$ cat config.mk
export PLATFORM = sky130hd
export DESIGN_NAME = pulse_width_meter
export DESIGN_NICKNAME = d
export VERILOG_FILES = /design/src/rtl/pulse_meas_pkg.sv /design/src/rtl/pulse_meas_ch.sv /design/src/rtl/pulse_width_meter.sv
export SDC_FILE = /design/constraint.sdc
export NUM_CORES = 1
export LEC_CHECK = 0
export ABC_CLOCK_PERIOD_IN_PS = 7480
export BUFFER_PORTS_ARGS = -buffer_cell sky130_fd_sc_hd__buf_4
export CAP_MARGIN = 5
export CORE_ASPECT_RATIO = 1.1
export CORE_MARGIN = 2
export CORE_UTILIZATION = 60
export DETAILED_ROUTE_END_ITERATION = 8
export HOLD_SLACK_MARGIN = 0.03
export PLACE_DENSITY_LB_ADDON = 0.25
export SETUP_SLACK_MARGIN = 0.5
export SLEW_MARGIN = 20
export SYNTH_ARGS = -nofsm -noshare
export SYNTH_HDL_FRONTEND = slang
export SYNTH_SLANG_ARGS = --single-unit
export TNS_END_PERCENT = 50
$ cat constraint.sdc
create_clock -name clk_sys -period 7.48 [get_ports clk_sys]
set_input_delay 0.748 -clock clk_sys [delete_from_list [all_inputs] [get_ports clk_sys]]
set_output_delay 0.748 -clock clk_sys [all_outputs]
set_load 0.02 [all_outputs]
$ cat src/rtl/pulse_meas_pkg.sv
// Shared types and helpers for the pulse-width meter.
// Pure definitions, no clocked logic.
package pulse_meas_pkg;

   typedef enum logic {MODE_WINDOW = 1'b0, MODE_SINGLE = 1'b1} mode_e;

   typedef enum logic [0:0] {ST_ARMED = 1'b0, ST_MEAS = 1'b1} ch_state_e;

   localparam int unsigned MAX_CNT_W = 32;

   // Increment that sticks at the all-ones value of a width-bit counter.
   function automatic logic [MAX_CNT_W-1:0] sat_inc(input logic [MAX_CNT_W-1:0] val,
                                                    input int unsigned          width);
      logic [MAX_CNT_W-1:0] max_val;
      if (width >= MAX_CNT_W)
         max_val = '1;
      else
         max_val = (MAX_CNT_W'(1) << width) - MAX_CNT_W'(1);
      sat_inc = (val >= max_val) ? max_val : val + MAX_CNT_W'(1);
   endfunction

endpackage

$ cat src/rtl/pulse_meas_ch.sv
// One channel: synchroniser, edge detect, saturating counter, SINGLE-mode FSM, result + handshake.
// Latency: SYNC_STAGES to p_s, result one cycle after capture; no backpressure, overrun flags lost results.
module pulse_meas_ch
   import pulse_meas_pkg::*;
#(
   parameter int unsigned CNT_W       = 16,
   parameter int unsigned SYNC_STAGES = 2
) (
   input  logic             clk_sys,
   input  logic             rst_n,
   input  logic             pulse_in,
   input  mode_e            mode,
   input  logic             window_strobe,
   input  logic             clr,
   input  logic             res_ack,
   output logic [CNT_W-1:0] result,
   output logic             res_valid,
   output logic             sat,
   output logic             overrun
);

   localparam logic [CNT_W-1:0] CNT_MAX = '1;

   logic [SYNC_STAGES-1:0] sync_q;
   logic                   p_s, p_d, rise, fall;
   logic [CNT_W-1:0]       cnt, cnt_nxt, cnt_inc;
   ch_state_e              st, st_nxt;
   logic                   capture;

   assign p_s     = sync_q[SYNC_STAGES-1];
   assign rise    = p_s & ~p_d;
   assign fall    = ~p_s & p_d;
   assign cnt_inc = CNT_W'(sat_inc(MAX_CNT_W'(cnt), CNT_W));

   always_ff @(posedge clk_sys or negedge rst_n) begin
      if (!rst_n) begin
         sync_q <= '0;
         p_d    <= 1'b0;
      end else begin
         sync_q <= {sync_q[SYNC_STAGES-2:0], pulse_in};
         p_d    <= p_s;
      end
   end

   always_comb begin
      capture = 1'b0;
      cnt_nxt = cnt;
      st_nxt  = st;
      if (clr) begin
         cnt_nxt = '0;
         st_nxt  = ST_ARMED;
      end else if (mode == MODE_WINDOW) begin
         // Reload with the current sample so the strobe cycle's high time lands in the next window.
         if (window_strobe) begin
            capture = 1'b1;
            cnt_nxt = CNT_W'(p_s);
         end else if (p_s) begin
            cnt_nxt = cnt_inc;
         end
      end else begin
         case (st)
            ST_ARMED: begin
               cnt_nxt = '0;
               if (rise) begin
                  st_nxt  = ST_MEAS;
                  cnt_nxt = CNT_W'(1);
               end
            end
            default: begin
               if (fall) begin
                  capture = 1'b1;
                  cnt_nxt = '0;
                  st_nxt  = ST_ARMED;
               end else if (p_s) begin
                  cnt_nxt = cnt_inc;
               end
            end
         endcase
      end
   end

   always_ff @(posedge clk_sys or negedge rst_n) begin
      if (!rst_n) begin
         cnt       <= '0;
         st        <= ST_ARMED;
         result    <= '0;
         res_valid <= 1'b0;
         sat       <= 1'b0;
         overrun   <= 1'b0;
      end else begin
         cnt <= cnt_nxt;
         st  <= st_nxt;
         if (capture) begin
            result    <= cnt;
            sat       <= (cnt == CNT_MAX);
            res_valid <= 1'b1;
            // A same-cycle ack consumes the old result, so only an unacked one counts as lost.
            if (res_ack)
               overrun <= 1'b0;
            else if (res_valid)
               overrun <= 1'b1;
         end else if (res_ack && res_valid) begin
            res_valid <= 1'b0;
            overrun   <= 1'b0;
         end
      end
   end

endmodule

$ cat src/rtl/pulse_width_meter.sv
// Multi-channel pulse-width / high-time meter: mode-change detector plus N_CH channel instances.
// Latency: SYNC_STAGES in, one cycle capture-to-output; no backpressure, per-channel overrun flag.
module pulse_width_meter
   import pulse_meas_pkg::*;
#(
   parameter int unsigned N_CH        = 4,
   parameter int unsigned CNT_W       = 16,
   parameter int unsigned SYNC_STAGES = 2
) (
   input  logic                  clk_sys,
   input  logic                  rst_n,
   input  logic [N_CH-1:0]       pulse_in,
   input  logic                  mode,
   input  logic                  window_strobe,
   output logic [N_CH*CNT_W-1:0] result,
   output logic [N_CH-1:0]       res_valid,
   input  logic [N_CH-1:0]       res_ack,
   output logic [N_CH-1:0]       sat,
   output logic [N_CH-1:0]       overrun
);

   mode_e mode_q, mode_prev;
   logic  mode_chg;

   // A registered mode edge clears every channel on the following cycle.
   assign mode_chg = (mode_q != mode_prev);

   always_ff @(posedge clk_sys or negedge rst_n) begin
      if (!rst_n) begin
         mode_q    <= MODE_WINDOW;
         mode_prev <= MODE_WINDOW;
      end else begin
         mode_q    <= mode_e'(mode);
         mode_prev <= mode_q;
      end
   end

   for (genvar i = 0; i < N_CH; i++) begin : g_ch
      pulse_meas_ch #(
         .CNT_W       (CNT_W),
         .SYNC_STAGES (SYNC_STAGES)
      ) u_ch (
         .clk_sys       (clk_sys),
         .rst_n         (rst_n),
         .pulse_in      (pulse_in[i]),
         .mode          (mode_q),
         .window_strobe (window_strobe),
         .clr           (mode_chg),
         .res_ack       (res_ack[i]),
         .result        (result[i*CNT_W +: CNT_W]),
         .res_valid     (res_valid[i]),
         .sat           (sat[i]),
         .overrun       (overrun[i])
      );
   end

endmodule
* Word level (Yosys, flattened, before mapping) *
Index checks and enable logic that the tools add are counted.

cells by class
  add/sub/neg operators = 4
  $lt $le $gt $ge = 4
  eq/ne operators = 9
  multiplexer cells = 89
  bitwise logic cells = 16
  reduce and logical (&&, ||, !) cells = 13

operator list
  cell                   number
  $mux 16                28
  $add 16x1->16 const B  4
  $eq 16x16->1 const B   4
  $ge 16x16->1 const B   4
  $mux 1                 61
  $ne 3x2->1 const B     4
  $reduce_bool 2->1      5
  $and 1x1->1            8
  $not 1->1              8
  $reduce_and 2->1       4
  $logic_and 1x1->1      4
  $ne 1x1->1             1

storage, ports and cells
  flip-flop bits (word level) = 158
  input port bits = 12
  output and inout port bits = 76

* Logic depth before layout (Yosys ltp) *
  word-level depth = 8
  depth in mapped cells = 9
  depth with buffers taken out = 5

* By module *
A second synthesis with hierarchy kept.

unflattened totals
  cell total of the unflattened synthesis = 601
  area total of the unflattened synthesis = 7091.8 um^2

by module, submodules not included
  module                            instances  cells each  area each (um^2)  sequential area each (um^2)
  pulse_meas_ch (g_ch[0].u_ch ...)  3          150         1746.7            975.9
  pulse_meas_ch (g_ch[3].u_ch)      1          148         1793.0            975.9
  pulse_width_meter                 1          3           58.8              50.0

* Worst setup path after synthesis *
No wires, ideal clock.

  path kind = register to register
  start = register mode_q
  end = register g_ch[0].u_ch.result[0]
  setup time = 125 ps
  data arrival time = 2231 ps
  required time = 7355 ps
  path slack = 5124 ps
  stages on the path, launching flop included = 9
  buffers on the path = 4
  clock period less this slack = 2356 ps
  cell sequence = dfrtp_1 clkbuf_1 clkbuf_1 inv_1 ha_1 clkbuf_1 a21oi_1 buf_1 mux2_2

on the way
  longest elaborated chain between the ends = 2
  elaborated cells between the ends (all ways) = 3
  those cells by class = eq/ne: 1; mux: 2

RTL lines
  item                                         RTL line                                      source
  start, declared                              pulse_width_meter.sv:22                       mode_e mode_q, mode_prev;
  start signal, assigned                       pulse_width_meter.sv:33                       mode_q <= mode_e'(mode);
  $mux 1 / $ne 1x1->1 (equally long branches)  pulse_meas_ch.sv:52, pulse_width_meter.sv:26
  $mux 1 (*)                                   pulse_meas_ch.sv:49                           if (clr) begin
  end signal, assigned                         pulse_meas_ch.sv:94                           result <= cnt;
  end, declared                                pulse_meas_ch.sv:16                           output logic [CNT_W-1:0] result,

Every way passes the cells marked *; elsewhere a longest branch is shown, timed or not.
A chain may end at the register's enable or synchronous reset.

* Final worst setup path *
  start = register mode_q
  end = register g_ch[2].u_ch.result[14]

on the way
  longest elaborated chain between the ends = 2
  elaborated cells between the ends (all ways) = 3
  those cells by class = eq/ne: 1; mux: 2

RTL lines
  item                                         RTL line
  $mux 1 / $ne 1x1->1 (equally long branches)  pulse_meas_ch.sv:52, pulse_width_meter.sv:26
  $mux 1 (*)                                   pulse_meas_ch.sv:49
  end signal, assigned                         pulse_meas_ch.sv:94
  end, declared                                pulse_meas_ch.sv:16

Marks and branches as above.

==> impl_summary.log <==
INFO  metric cp_top_family = compound AO/OA/AOI/OAI gates
INFO  metric holdBufCountCts = 0
INFO  metric power_density = 230 nW/um^2
INFO  metric setup.worst_path.end_class = flop
INFO  metric finalNetCount = 708
INFO  metric die_width = 108 um
INFO  metric clockRootBuffer = clkbuf_16
INFO  metric antenna_cells = 0
INFO  metric grt_antenna_before_repair = 0
INFO  metric unrepaired_setup_endpoints_after_global_routing = false
INFO  metric tritoncts.num_buffers = 17
INFO  metric coreArea = 11500 sq um
INFO  metric maxClockFrequency = 356 MHz
INFO  metric grtUsageTotal = 24.3%
INFO  metric synth-edff-count = 0
INFO  metric final-setup-viol-count = 0
INFO  metric static-leakage-power = 3.89 nW
INFO  metric worst_ir_drop_vdd = 0.192 mV
INFO  metric grt.met2_usage = 40.8%
INFO  metric finalClockSkew = 0.00750 ns
INFO  metric hold_class = in2async
INFO  metric area_grow_syn2layout = 17.4%
INFO  metric rows = 41
INFO  metric detailedRoute.firstIterationViolations = 329
INFO  metric max_slew.worst_pin.slew = 1.08 ns
INFO  metric mean_routed_wirelength_per_cell = 17.3 um
INFO  metric i_o_pin_count = 88
INFO  metric synth_fp_nets = 648
INFO  metric die_h = 118 um
INFO  metric run_status = completed
INFO  metric top_usage_layer = met2
INFO  metric die_outline_area = 12800 sq um
INFO  metric cts_repair_resize_count = 0
INFO  metric drc_errors = 0
INFO  metric cp_data_arrival_time = 3.11 ns
INFO  metric totalPowerFinal = 0.00193 W
INFO  metric length_of_the_first_detailed_routing_pass_in_iterations = 5
INFO  metric timing_worst_setup_path_type = reg2reg
INFO  metric timing_max_transition_violations_final = 0
INFO  metric critPathRequiredTime = 7.78 ns
INFO  metric dr_total_vias = 5260
INFO  metric timing.setup.tns = 0 ns
INFO  metric drt_wl_total = 14800 um
INFO  metric cts_num_sinks = 158
INFO  metric number_of_maximum_capacitance_violations = 0
INFO  metric place_area = 7770 sq um
INFO  metric finish.utilization = 72.6%
INFO  metric period_needed = 2.81 ns
INFO  metric post_cts_buffers = 0
INFO  metric synth.lib_cells_used.distinct = 53
INFO  metric clk-insertion-delay-late = 0.43 ns
INFO  metric groute.layer.met1.usage = 30.9%
INFO  metric antenna_left = 0
INFO  metric crit_path_cell_trace = inv_1 -> ha_1 -> a21oi_2 -> mux2_2
INFO  metric startpoint_type = flop
INFO  metric syn-instance-count = 631
INFO  metric gp_congestion = 0.854
INFO  metric period_share = 37.5%
INFO  metric multi_input_comb_area = 2940 sq um
INFO  metric overflow = 0
INFO  metric slowest_stage = a21oi_2
INFO  metric worst-path-buf-inv = 1
INFO  metric synthFlopType = dfrtp_1
INFO  metric via_count_of_the_first_global_routing_pass = 5171
INFO  metric cts_tree = built
INFO  metric max_stage_delay = 0.86 ns
INFO  metric yosysSeqAreaShare = 55.4%
INFO  metric cts_htree_levels = 4
INFO  metric initial_core_util = 61.9%
INFO  metric grtUsageMet3 = 5.52%
INFO  metric synthArstFlopShare = 100%
INFO  metric slew_headroom = 27.5%
INFO  metric grt_max_degree = 82
INFO  metric io_buffers = 87
INFO  metric clockBufferDepth = 2
INFO  metric synth-warning-count = 0
INFO  metric hold_violations = 0
INFO  metric synthesis.area = 7140 sq um
INFO  metric critPathMaxFanout = 20
INFO  metric fraction_of_final_layout_cells_sized_beyond_drive_strength_1 = 27.6%
INFO  metric hold-worst-slack = 0.346 ns
INFO  metric layout.cell_area.non_filler = 8380 sq um
INFO  metric clkSlewWorstSetupHoldPaths = 0.06 ns
INFO  metric ys_ff_latch = 158
INFO  metric global_route_wire_length_before_repair = 24700 um
INFO  metric avg_inst_size_synth = 11.3 sq um
INFO  metric nFillCells = 814
INFO  metric layout.area.seq = 3950 sq um
INFO  metric avgViaCountPerCell = 6.16
INFO  metric detailedPlacementHpwl = 9380 um
sequential cells by signal, summed over array words and instances (netlist names):
| register | flops |
|---|---|
| g_ch.u_ch.cnt | 64 |
| g_ch.u_ch.result | 64 |
| g_ch.u_ch.sync_q | 8 |
| g_ch.u_ch.overrun | 4 |
| g_ch.u_ch.p_d | 4 |
| g_ch.u_ch.res_valid | 4 |
| g_ch.u_ch.sat | 4 |
| g_ch.u_ch.st | 4 |
| mode_prev | 1 |
| mode_q | 1 |
metrics by stage:
step / cells / setup slack (ns)
2_1_floorplan: 631 / 5.12
3_3_place_gp: 822 / 4.89
3_5_place_dp: 822 / 4.73
4_1_cts: 854 / 4.72
5_1_grt: 854 / 4.52
6_report: 854 / 4.67
report_power, final:
group	internal (W)	switching (W)	total [W]	leakage [nW]
logic	0.0000701	0.0000985	0.000169	1.47
clock network	0.000507	0.000332	0.000839	0.272
registers	0.000885	0.0000327	0.000918	2.15
cell usage in the layout, fill, tap and decap left out, drive strengths merged, types with 10 or more instances in the layout:
cell type	count
clkbuf	22
nand4	20
nor4	10
nor2	30
mux2	67
nand3	24
nor3	17
o21ai	15
and4	14
dfrtp	158
buf	88
a21oi	55
xor2	19
and3	12
inv	14
nand2	26
xnor2	12
path summary, 6_finish.rpt:
| path | endpoint | start | cells past startpoint | slack (ns) |
|---|---|---|---|---|
| min reg2reg | g_ch[0].u_ch.sync_q[1] | g_ch[0].u_ch.sync_q[0] | 0 | 0.35 |
| max | g_ch[2].u_ch.result[14] | mode_q | 4 | 4.67 |
| max in group asynchronous | g_ch[2].u_ch.result[2] | rst_n | 2 | 5.98 |
| max reg2reg | g_ch[2].u_ch.result[14] | mode_q | 4 | 4.67 |
| min in group clk_sys | g_ch[0].u_ch.sync_q[1] | g_ch[0].u_ch.sync_q[0] | 0 | 0.35 |
| min | g_ch[0].u_ch.result[12] | rst_n | 1 | 0.35 |
layout make-up:
class / count / area share (%)
Sequential cell: 158 / 47.2
Multi-Input combinational cell: 412 / 35.1
Timing Repair Buffer: 88 / 7.97
Clock buffer: 22 / 5.54
Tap cell: 150 / 2.24
Clock inverter: 10 / 1.36
Inverter: 14 / 0.627
cell families after synthesis:
| family | count (synthesis) | synth area share [%] |
|---|---|---|
| AND/OR/NAND/NOR | 186 | 14.6 |
| flip-flops | 158 | 55.4 |
| AO/OA/AOI/OAI | 119 | 10.2 |
| multiplexers | 70 | 11.0 |
| buffers and inverters | 61 | 3.98 |
| XOR/XNOR | 31 | 3.80 |
| adder cells (fa/ha/maj) | 6 | 1.02 |
layer usage:
metal	part of all wire, %	up-vias
li1	-	2432
met1	42	2637
met2	52	160
met3	4.7	31
met4	2.1	0
met5	0	-
cell usage after synthesis (8+ instances only):
| library cell | instances | share of area (%) |
|---|---|---|
| a21oi_1 | 55 | 3.9 |
| a31oi_1 | 8 | 0.70 |
| and3_1 | 12 | 1.1 |
| and4_1 | 14 | 1.7 |
| buf_2 | 8 | 0.56 |
| buf_4 | 12 | 1.3 |
| clkbuf_1 | 24 | 1.3 |
| dfrtp_1 | 158 | 55 |
| inv_1 | 14 | 0.74 |
| mux2_2 | 67 | 11 |
| nand2_1 | 26 | 1.4 |
| nand3_1 | 23 | 1.6 |
| nand4_1 | 20 | 1.8 |
| nor2_1 | 30 | 1.6 |
| nor3_1 | 17 | 1.2 |
| nor4_1 | 10 | 0.88 |
| o21ai_0 | 12 | 0.84 |
| xnor2_1 | 12 | 1.5 |
| xor2_1 | 19 | 2.3 |
No activity file was read; power rests on OpenSTA's default activity.
